$ cat src/rtl/rv_ctrl_pkg.sv
// Shared encodings for the multicycle RISC-V control path: FSM states, opcodes
// and the datapath mux selects driven by the controller.
package rv_ctrl_pkg;

  typedef enum logic [3:0] {
    S_FETCH,
    S_DECODE,
    S_EXEC_R,
    S_EXEC_I,
    S_ALU_WB,
    S_MEM_ADDR,
    S_MEM_RD,
    S_MEM_WB,
    S_MEM_WR,
    S_JAL,
    S_TRAP
  } state_t;

  localparam logic [6:0] OP_R_TYPE = 7'b0110011;
  localparam logic [6:0] OP_I_TYPE = 7'b0010011;
  localparam logic [6:0] OP_LOAD   = 7'b0000011;
  localparam logic [6:0] OP_STORE  = 7'b0100011;
  localparam logic [6:0] OP_JAL    = 7'b1101111;

  typedef enum logic [1:0] {
    SRC_A_PC     = 2'b00,
    SRC_A_OLD_PC = 2'b01,
    SRC_A_RS1    = 2'b10
  } alu_src_a_t;

  typedef enum logic [1:0] {
    SRC_B_RS2  = 2'b00,
    SRC_B_IMM  = 2'b01,
    SRC_B_FOUR = 2'b10
  } alu_src_b_t;

  typedef enum logic [1:0] {
    RES_ALU_OUT  = 2'b00,
    RES_MEM_DATA = 2'b01,
    RES_PC       = 2'b10
  } result_src_t;

  function automatic state_t decode_next(input logic [6:0] opcode);
    case (opcode)
      OP_R_TYPE:         return S_EXEC_R;
      OP_I_TYPE:         return S_EXEC_I;
      OP_LOAD, OP_STORE: return S_MEM_ADDR;
      OP_JAL:            return S_JAL;
      default:           return S_TRAP;
    endcase
  endfunction

  function automatic logic is_mem_state(input state_t s);
    return (s == S_FETCH) || (s == S_MEM_RD) || (s == S_MEM_WR);
  endfunction

endpackage

$ cat src/rtl/multicycle_ctrl_if.sv
// Controller <-> datapath/memory bundle. The controller is the master: it
// consumes opcode and mem_ready and drives every control strobe and select.
interface multicycle_ctrl_if;

  logic [6:0]               opcode;
  logic                     mem_ready;
  logic                     mem_req;
  logic                     mem_we;
  logic                     addr_src;
  logic                     ir_write;
  logic                     pc_write;
  logic                     pc_src;
  rv_ctrl_pkg::alu_src_a_t  alu_src_a;
  rv_ctrl_pkg::alu_src_b_t  alu_src_b;
  logic                     alud;
  logic                     reg_write;
  rv_ctrl_pkg::result_src_t result_src;
  logic                     instr_done;
  logic                     illegal;
  logic                     mem_timeout;

  modport master (
    input  opcode, mem_ready,
    output mem_req, mem_we, addr_src, ir_write, pc_write, pc_src,
           alu_src_a, alu_src_b, alud, reg_write, result_src,
           instr_done, illegal, mem_timeout
  );

  modport slave (
    output opcode, mem_ready,
    input  mem_req, mem_we, addr_src, ir_write, pc_write, pc_src,
           alu_src_a, alu_src_b, alud, reg_write, result_src,
           instr_done, illegal, mem_timeout
  );

endinterface

$ cat src/rtl/multicycle_ctrl.sv
// Moore control FSM for a multicycle RV32 subset (R/I ALU ops, load, store, JAL)
// with a bounded memory wait and a sticky trap that holds until reset.
module multicycle_ctrl
  import rv_ctrl_pkg::*;
#(
  parameter int MEM_TIMEOUT = 255
) (
  input  logic               clk,
  input  logic               rst_n,
  multicycle_ctrl_if.master  bus
);

  // The trap fires on the wait cycle whose increment would make the count
  // equal MEM_TIMEOUT; a mem_ready in that same cycle still wins.
  localparam logic [7:0] WAIT_LAST = 8'(MEM_TIMEOUT - 1);

  state_t     r_state;
  state_t     w_next_state;
  logic [7:0] r_wait_cnt;
  logic [7:0] w_wait_cnt_next;
  logic       r_illegal;
  logic       r_mem_timeout;
  logic       w_mem_wait;
  logic       w_wait_expired;
  logic       w_timeout_trap;

  assign w_mem_wait     = is_mem_state(r_state) && !bus.mem_ready;
  assign w_wait_expired = (r_wait_cnt == WAIT_LAST);
  assign w_timeout_trap = w_mem_wait && w_wait_expired;

  always_comb begin
    w_wait_cnt_next = r_wait_cnt;
    if (w_next_state != r_state) begin
      w_wait_cnt_next = '0;
    end else if (w_mem_wait) begin
      w_wait_cnt_next = r_wait_cnt + 8'd1;
    end
  end

  // NOTE: state uses non-blocking assignments; reset is sampled on the clock edge only.
  always_ff @(posedge clk) begin
    if (!rst_n) begin
      r_state       <= S_FETCH;
      r_wait_cnt    <= '0;
      r_illegal     <= 1'b0;
      r_mem_timeout <= 1'b0;
    end else begin
      r_state    <= w_next_state;
      r_wait_cnt <= w_wait_cnt_next;
      if (w_next_state == S_TRAP) r_illegal     <= 1'b1;
      if (w_timeout_trap)         r_mem_timeout <= 1'b1;
    end
  end

  // NOTE: every comb output gets a default first so no path can infer a latch.
  always_comb begin
    w_next_state = r_state;
    case (r_state)
      S_FETCH: begin
        if (bus.mem_ready)       w_next_state = S_DECODE;
        else if (w_wait_expired) w_next_state = S_TRAP;
      end
      S_DECODE:           w_next_state = decode_next(bus.opcode);
      S_EXEC_R, S_EXEC_I: w_next_state = S_ALU_WB;
      S_ALU_WB, S_MEM_WB,
      S_JAL:              w_next_state = S_FETCH;
      S_MEM_ADDR:         w_next_state = (bus.opcode == OP_LOAD) ? S_MEM_RD : S_MEM_WR;
      S_MEM_RD: begin
        if (bus.mem_ready)       w_next_state = S_MEM_WB;
        else if (w_wait_expired) w_next_state = S_TRAP;
      end
      S_MEM_WR: begin
        if (bus.mem_ready)       w_next_state = S_FETCH;
        else if (w_wait_expired) w_next_state = S_TRAP;
      end
      S_TRAP:             w_next_state = S_TRAP;
      default:            w_next_state = S_TRAP;
    endcase
  end

  always_comb begin
    bus.mem_req     = 1'b0;
    bus.mem_we      = 1'b0;
    bus.addr_src    = 1'b0;
    bus.ir_write    = 1'b0;
    bus.pc_write    = 1'b0;
    bus.pc_src      = 1'b0;
    bus.alu_src_a   = SRC_A_PC;
    bus.alu_src_b   = SRC_B_RS2;
    bus.alud        = 1'b0;
    bus.reg_write   = 1'b0;
    bus.result_src  = RES_ALU_OUT;
    bus.instr_done  = 1'b0;
    bus.illegal     = rst_n && r_illegal;
    bus.mem_timeout = rst_n && r_mem_timeout;
    if (rst_n) begin
      case (r_state)
        S_FETCH: begin
          bus.mem_req   = 1'b1;
          bus.alu_src_b = SRC_B_FOUR;
          if (bus.mem_ready) begin
            bus.ir_write = 1'b1;
            bus.pc_write = 1'b1;
          end
        end
        S_DECODE: begin
          bus.alu_src_a = SRC_A_OLD_PC;
          bus.alu_src_b = SRC_B_IMM;
        end
        S_EXEC_R: begin
          bus.alu_src_a = SRC_A_RS1;
          bus.alud      = 1'b1;
        end
        S_EXEC_I: begin
          bus.alu_src_a = SRC_A_RS1;
          bus.alu_src_b = SRC_B_IMM;
          bus.alud      = 1'b1;
        end
        S_ALU_WB: begin
          bus.reg_write  = 1'b1;
          bus.instr_done = 1'b1;
        end
        S_MEM_ADDR: begin
          bus.alu_src_a = SRC_A_RS1;
          bus.alu_src_b = SRC_B_IMM;
        end
        S_MEM_RD: begin
          bus.mem_req  = 1'b1;
          bus.addr_src = 1'b1;
        end
        S_MEM_WB: begin
          bus.reg_write  = 1'b1;
          bus.result_src = RES_MEM_DATA;
          bus.instr_done = 1'b1;
        end
        S_MEM_WR: begin
          bus.mem_req    = 1'b1;
          bus.mem_we     = 1'b1;
          bus.addr_src   = 1'b1;
          bus.instr_done = bus.mem_ready;
        end
        S_JAL: begin
          bus.reg_write  = 1'b1;
          bus.result_src = RES_PC;
          bus.pc_write   = 1'b1;
          bus.pc_src     = 1'b1;
          bus.instr_done = 1'b1;
        end
        default: ;
      endcase
    end
  end

endmodule

$ cat src/flat_wrapper.sv
// flat-port wrapper written by rule: the top's interface ports become plain ports
module multicycle_ctrl_flat import rv_ctrl_pkg::*;
#(
  parameter int MEM_TIMEOUT = 255
)
  (clk, rst_n, bus_opcode, bus_mem_ready, bus_mem_req, bus_mem_we, bus_addr_src, bus_ir_write, bus_pc_write, bus_pc_src, bus_alu_src_a, bus_alu_src_b, bus_alud, bus_reg_write, bus_result_src, bus_instr_done, bus_illegal, bus_mem_timeout);
  multicycle_ctrl_if bus_i ();
  input  logic clk;
  input  logic rst_n;
  input wire logic [$bits(bus_i.opcode)-1:0] bus_opcode;
  input wire logic [$bits(bus_i.mem_ready)-1:0] bus_mem_ready;
  output wire logic [$bits(bus_i.mem_req)-1:0] bus_mem_req;
  output wire logic [$bits(bus_i.mem_we)-1:0] bus_mem_we;
  output wire logic [$bits(bus_i.addr_src)-1:0] bus_addr_src;
  output wire logic [$bits(bus_i.ir_write)-1:0] bus_ir_write;
  output wire logic [$bits(bus_i.pc_write)-1:0] bus_pc_write;
  output wire logic [$bits(bus_i.pc_src)-1:0] bus_pc_src;
  output wire logic [$bits(bus_i.alu_src_a)-1:0] bus_alu_src_a;
  output wire logic [$bits(bus_i.alu_src_b)-1:0] bus_alu_src_b;
  output wire logic [$bits(bus_i.alud)-1:0] bus_alud;
  output wire logic [$bits(bus_i.reg_write)-1:0] bus_reg_write;
  output wire logic [$bits(bus_i.result_src)-1:0] bus_result_src;
  output wire logic [$bits(bus_i.instr_done)-1:0] bus_instr_done;
  output wire logic [$bits(bus_i.illegal)-1:0] bus_illegal;
  output wire logic [$bits(bus_i.mem_timeout)-1:0] bus_mem_timeout;
  assign bus_i.opcode = bus_opcode;
  assign bus_i.mem_ready = bus_mem_ready;
  assign bus_mem_req = bus_i.mem_req;
  assign bus_mem_we = bus_i.mem_we;
  assign bus_addr_src = bus_i.addr_src;
  assign bus_ir_write = bus_i.ir_write;
  assign bus_pc_write = bus_i.pc_write;
  assign bus_pc_src = bus_i.pc_src;
  assign bus_alu_src_a = bus_i.alu_src_a;
  assign bus_alu_src_b = bus_i.alu_src_b;
  assign bus_alud = bus_i.alud;
  assign bus_reg_write = bus_i.reg_write;
  assign bus_result_src = bus_i.result_src;
  assign bus_instr_done = bus_i.instr_done;
  assign bus_illegal = bus_i.illegal;
  assign bus_mem_timeout = bus_i.mem_timeout;
  multicycle_ctrl #(.MEM_TIMEOUT(MEM_TIMEOUT)) u_core (.clk(clk), .rst_n(rst_n), .bus(bus_i));
endmodule
$ cat config.mk
export PLATFORM = sky130hd
export DESIGN_NAME = multicycle_ctrl_flat
export DESIGN_NICKNAME = d
export VERILOG_FILES = /design/src/rtl/rv_ctrl_pkg.sv /design/src/rtl/multicycle_ctrl_if.sv /design/src/rtl/multicycle_ctrl.sv /design/src/flat_wrapper.sv
export SDC_FILE = /design/constraint.sdc
export NUM_CORES = 1
export LEC_CHECK = 0
export CORE_UTILIZATION = 33
export CTS_CLUSTER_SIZE = 12
export DETAILED_ROUTE_END_ITERATION = 12
export HOLD_SLACK_MARGIN = 0.02
export RECOVER_POWER = 25
export SLEW_MARGIN = 0
export SYNTH_ARGS = -nofsm -noshare
export SYNTH_HDL_FRONTEND = slang
export SYNTH_SLANG_ARGS = --single-unit
$ cat constraint.sdc
create_clock -name clk -period 2.35 [get_ports clk]
set_clock_uncertainty 0.2 [all_clocks]
set_input_delay 0.235 -clock clk [delete_from_list [all_inputs] [get_ports clk]]
set_output_delay 0.235 -clock clk [all_outputs]
set_load 0.05 [all_outputs]
==> results of run 1 <==
[per-layer routing]
metal  vias up  routed length (µm)  global-route usage [%]
met5         -                   0                       0
met1       530                1332                   24.53
met3         2                 132                   4.148
li1        583                   -                       -
met2        39                1489                   32.63
met4         0                  19                   2.721
[per-stage QoR]
stage	setup TNS, ns	hold WS, ns	instance area (µm²)	utilization [%]	power, mW
floorplan	-0.01131	0.2621	1100	-	0.5194
global route	-0.1834	0.3882	1637	53.17	0.9017
global placement	-0.02071	0.3142	1623	52.72	0.6878
finish	0	0.3549	1637	53.17	0.8506
CTS	0	0.3576	1659	53.90	0.8608
detailed placement	-0.06572	0.3354	1623	52.72	0.6884
[cells in the mapped netlist, drive strengths merged]
master   number
nor3          7
nor4          2
or2           3
xor2          6
inv           6
nand2b        2
a2111oi       1
nor2b         3
and2          4
mux2i         2
buf           4
nand4         8
a211o         2
a31o          1
a31oi         3
o2bb2ai       1
nand2        11
or3           1
and3          2
o2111ai       1
o211ai        2
nor2         22
dfxtp        14
nand3b        1
a21oi         5
a41o          1
a311oi        1
o21bai        1
o41ai         1
nand4b        1
nor4bb        1
o311a         1
a2111o        1
a211oi        2
xnor2         1
nor3b         1
o21ai         5
a221o         1
nand3         3
clkbuf        2
ha            2
[report_power, final]
| part | internal (mW) | switching (mW) | total (mW) |
|---|---|---|---|
| registers | 0.251 | 0.0222 | 0.273 |
| logic | 0.171 | 0.233 | 0.404 |
| clock network | 0.0942 | 0.0791 | 0.173 |
| total | 0.517 | 0.334 | 0.851 |
[flip-flops by register name, indices dropped and copies added (netlist names)]
signal / flops
u_core.r_illegal: 1
u_core.r_mem_timeout: 1
u_core.r_state: 4
u_core.r_wait_cnt: 8
[cell type report]
cell class              count  area (µm²)  area share [%]
flip-flops and latches     14       280.3           17.13
repair buffers             38       485.5           29.66
clock buffers               4       36.28           2.217
inverters                   6       22.52           1.376
multi-input cells         113       757.0           46.25
well taps                  44       55.05           3.364
[cells by family (layout without fill, tap and decap cells)]
kind of cell    count (synthesis)  after routing  share of synthesized area (%)
xor+xnor                        7              7                          5.704
buf+inv                        12             48                          4.657
flops                          14             14                          26.08
simple gates                   72             72                          35.74
fa+ha+maj                       2              2                          2.328
compound gates                 30             30                          23.63
mux                             2              2                          1.863
[worst register-to-register path: stages, from the launching register on]
cell      delay (ns)
dfxtp_1         0.42
or2_1           0.34
clkbuf_1        0.19
a21oi_2         0.34
o21ai_1         0.16
a41o_1          0.28
o21bai_1        0.12
[worst paths after layout]
| check | start | end | slack [ns] |
|---|---|---|---|
| max | u_core.r_state[3] | bus_pc_write | 0.06 |
| min | u_core.r_wait_cnt[7] | u_core.r_wait_cnt[7] | 0.35 |
| max reg2reg | u_core.r_state[2] | u_core.r_illegal | 0.24 |
| min reg2reg | u_core.r_wait_cnt[7] | u_core.r_wait_cnt[7] | 0.35 |
==> impl_metrics.yaml, run 1 <==
placed_design:
  portBuffers: 26
  dp_hpwl_mm: 2.393
  dpl_worst_slack_ns: -0.06572
  place_congestion: 0.9143
  placed_cells: 215
floorplan:
  start_util_pct: 34.92
  io-pin-count: 27
  core_um2: 3078
  fp-row-count: 20
  die_area_um2: 3489
  die_h_um: 59.07
  fp.dieW_um: 59.07
clock_tree:
  cts_resized: 0
  insertion_delay_ns: 0.28
  cts_hold_buf: 0
  htree_num_levels: 1
  postCtsSetupBuffers: 0
  cts_made_buffers: 3
  cts-root-buf: "clkbuf_4"
  cts.sinks: 14
  clk_pin_slew_worst_paths_ns: 0.09
  cts_tree: "done"
  cts_buffer_depth: 2
final_layout:
  insertedDiodeCount: 0
  drive_gt1_share_pct: 24.00
  fill_cells: 307
  area_growth_pct: 52.27
  final_common_cell: "nor2_1"
  layout_common_cells: "nor2_1, buf_12, dfxtp_1"
  finalNetCount: 188
  instances_no_fill: 219
drt:
  vias_per_cell: 5.269
  drt_iter0_markers: 41
  dr_total_vias: 1154
  wirelength_mm: 2.973
  first_pass_iters: 4
  drcViolationCount: 0
  avgRoutedWirePerCell_um: 13.58
  ant_nets: 0
synth:
  yosysSeqAreaShare_pct: 26.08
  yosys.area.top_type: "dfxtp_1"
  synth_top_area_share_pct: 26.08
  synth.net_count: 151
  syn_area_per_cell_um2: 7.732
  syn_inst: 139
  netlist_area_um2: 1075
  synthTopCellsByArea: "dfxtp_1, nor2_1, xor2_1"
  ys_types: 48
  ys_ff_latch: 14
  yosysWarnings: 0
status:
  outcome: "finished clean"
timing:
  finalHoldViolations: 0
  period_share_pct: 97.59
  max_freq_mhz: 436.1
  slew_headroom_pct: 59.81
  rsz0062_at_grt: "true"
  final-max-slew-violation-count: 0
  fin_ws_ns: 0.05672
  period_minus_slack_ns: 2.293
  setup_violations: 0
  tightest_slew_ns: 0.6054
setup_path:
  path_cells: "buf_4 -> nor2_1 -> inv_2 -> nor4_4 -> or2_1 -> buf_12"
  slowest_stage: "dfxtp_1"
  path_buf_inv: 3
  crit_path_max_fanout: 10
  worstRegToRegCells: 6
  required_ns: 1.91
  setup.worst_path.start_class: "flip-flop"
  cp_slowest_stage_delay_ns: 0.36
  cp_top_family: "simple AND/OR/NAND/NOR gates"
  cp.arrival_ns: 1.86
  end_kind: "output pin"
  crit_cells: 6
  crit_type: "reg2out"
worst_hold_path:
  holdPathStages: 2
  hold_class: "reg2reg"
grt:
  grt_use_total_pct: 18.89
  grt_pass1_wl_mm: 5.071
  grt_pass1_vias: 1065
  grt_antenna_before_repair: 0
  gr-total-overflow: 0
  grt_max_degree: 12
pwr:
  vdd_drop_max_uv: 291.1
  power.density_nw_per_um2: 519.8
  power_leakage_nw: 0.6000
run:
  max-cap-violations: 0
Power figures use the tool's default switching activity.
==> run 2: changes to the inputs <==
clock period = 2.3 ns   (was 2.35 ns; I/O delays follow)
==> run 2 against run 1 <==
Net effect:
- utilization up 2.8 points
- via count up 4.4%
- largest cell class unchanged
- final cell count is 1.8% higher
- sequential share of layout area fell by 0.72 points
==> impl_metrics.yaml, run 2 (synthesized netlist as in run 1, its figures left out) <==
final_layout:
  regMostFlops: "u_core.r_wait_cnt"
  layout_common_cells: "nor2_1, buf_12, buf_4"
  largestRegisters: "u_core.r_wait_cnt x8, u_core.r_state x4"
  finalNetCount: 192
  largest_reg_flops: 8
  area_growth_pct: 60.42
  final_common_cell: "nor2_1"
  post-route-util_pct: 56.02
  insertedDiodeCount: 0
  drive_gt1_share_pct: 30.17
timing:
  max_freq_mhz: 460.8
  fin_ws_ns: 0.1297
  whs_ns: 0.3541
  period_minus_slack_ns: 2.170
  rsz0062_at_grt: "false"
  setup_violations: 0
  tightest_slew_ns: 0.4792
  finalHoldViolations: 0
  final-max-slew-violation-count: 0
  slew_headroom_pct: 67.76
  period_share_pct: 94.36
setup_path:
  slowest_stage: "dfxtp_1"
  path_buf_inv: 1
  cp.arrival_ns: 1.74
  cp_top_family: "simple AND/OR/NAND/NOR gates"
  crit_type: "reg2out"
  required_ns: 1.87
  cp_slowest_stage_delay_ns: 0.49
  setup.worst_path.start_class: "flip-flop"
  crit_path_max_fanout: 9
  path_cells: "nand2b_2 -> nand2_1 -> nor2_1 -> nor2_1 -> nor2_1 -> buf_12"
  end_kind: "output pin"
  crit_path_frequent_cell: "nor2_1"
clock_tree:
  clk_pin_slew_worst_paths_ns: 0.09
  cts.sinks: 14
  postCtsSetupBuffers: 0
  cts_made_buffers: 3
  cts-root-buf: "clkbuf_4"
  insertion_delay_ns: 0.28
  htree_num_levels: 1
  cts_buffer_depth: 2
  cts_tree: "done"
floorplan:
  core_um2: 3078
  io-pin-count: 27
  start_util_pct: 34.92
  fp-row-count: 20
  die_h_um: 59.07
  die_area_um2: 3489
  fp.dieW_um: 59.07
pwr:
  power.density_nw_per_um2: 521.5
  vdd_drop_max_uv: 269.0
  power_leakage_nw: 0.6357
grt:
  grt_use_total_pct: 20.62
  grt_pass1_vias: 1174
  gr-total-overflow: 0
  met2_usage_pct: 39.29
  grt_max_degree: 11
  global_route.peak_usage_layer: "met2"
  use_met1_pct: 23.32
  met3_usage_pct: 3.057
  grt_antenna_before_repair: 0
  grt_pass1_wl_mm: 5.451
drt:
  first_pass_iters: 4
  vias_per_cell: 5.404
  wirelength_mm: 3.255
  dr_total_vias: 1205
  ant_nets: 0
  avgRoutedWirePerCell_um: 14.60
  drt_iter0_markers: 53
  drcViolationCount: 0
run:
  max-cap-violations: 0
placed_design:
  portBuffers: 26
  place_congestion: 0.8983
  dpl_worst_slack_ns: -0.1583
  dp_hpwl_mm: 2.653
worst_hold_path:
  hold_class: "reg2reg"
status:
  outcome: "finished clean"
-- run 2: what timing repair did --
item                                    in CTS  in global routing
hold buffers                                 0                  0
gates resized for setup                      0                  5
endpoints found under the setup margin       0                  3
hold endpoints to repair                     0                  0
-- run 2: worst paths after layout --
path              depth (start not counted)            startpoint  slack [ns]                    to
hold reg to reg                           2  u_core.r_wait_cnt[7]        0.35  u_core.r_wait_cnt[7]
setup / recovery                          6     u_core.r_state[1]        0.13         bus_reg_write
hold / removal                            2  u_core.r_wait_cnt[7]        0.35  u_core.r_wait_cnt[7]
setup reg to reg                          8  u_core.r_wait_cnt[0]        0.22      u_core.r_illegal
-- run 2: layout make-up --
cell class,count,area [µm²]
tap,44,55.05
timing repair buffer,42,550.5
sequential,14,282.8
inverter,6,22.52
clock buffer,4,36.28
fill,306,1354
multi-input combinational,113,777.0
-- run 2: stage by stage --
stage / cells / setup TNS (ns) / cell area, µm² / power (mW)
floorplan: 139 / 0 / 1105 / 0.5316
global placement: 219 / -0.07586 / 1683 / 0.7175
detailed placement: 219 / -0.8410 / 1683 / 0.7223
CTS: 223 / 0 / 1719 / 0.8997
global route: 223 / 0 / 1724 / 0.9359
finish: 223 / 0 / 1724 / 0.8991
-- run 2: metal layers --
metal | wire length (µm) | share of wire [%]
met3 | 156 | 4.8
met1 | 1358 | 42
met5 | 0 | 0
met2 | 1715 | 53
met4 | 24 | 0.74
-- run 2: power by group --
part / switching [mW] / internal, mW
registers: 0.0276 / 0.257
logic: 0.245 / 0.193
clock network: 0.0805 / 0.0964
total: 0.353 / 0.546
-- run 2: worst min-delay path: stages (launching register included) --
cell and delay, ns:
dfxtp_1 0.37, xor2_1 0.08, nor2_1 0.07
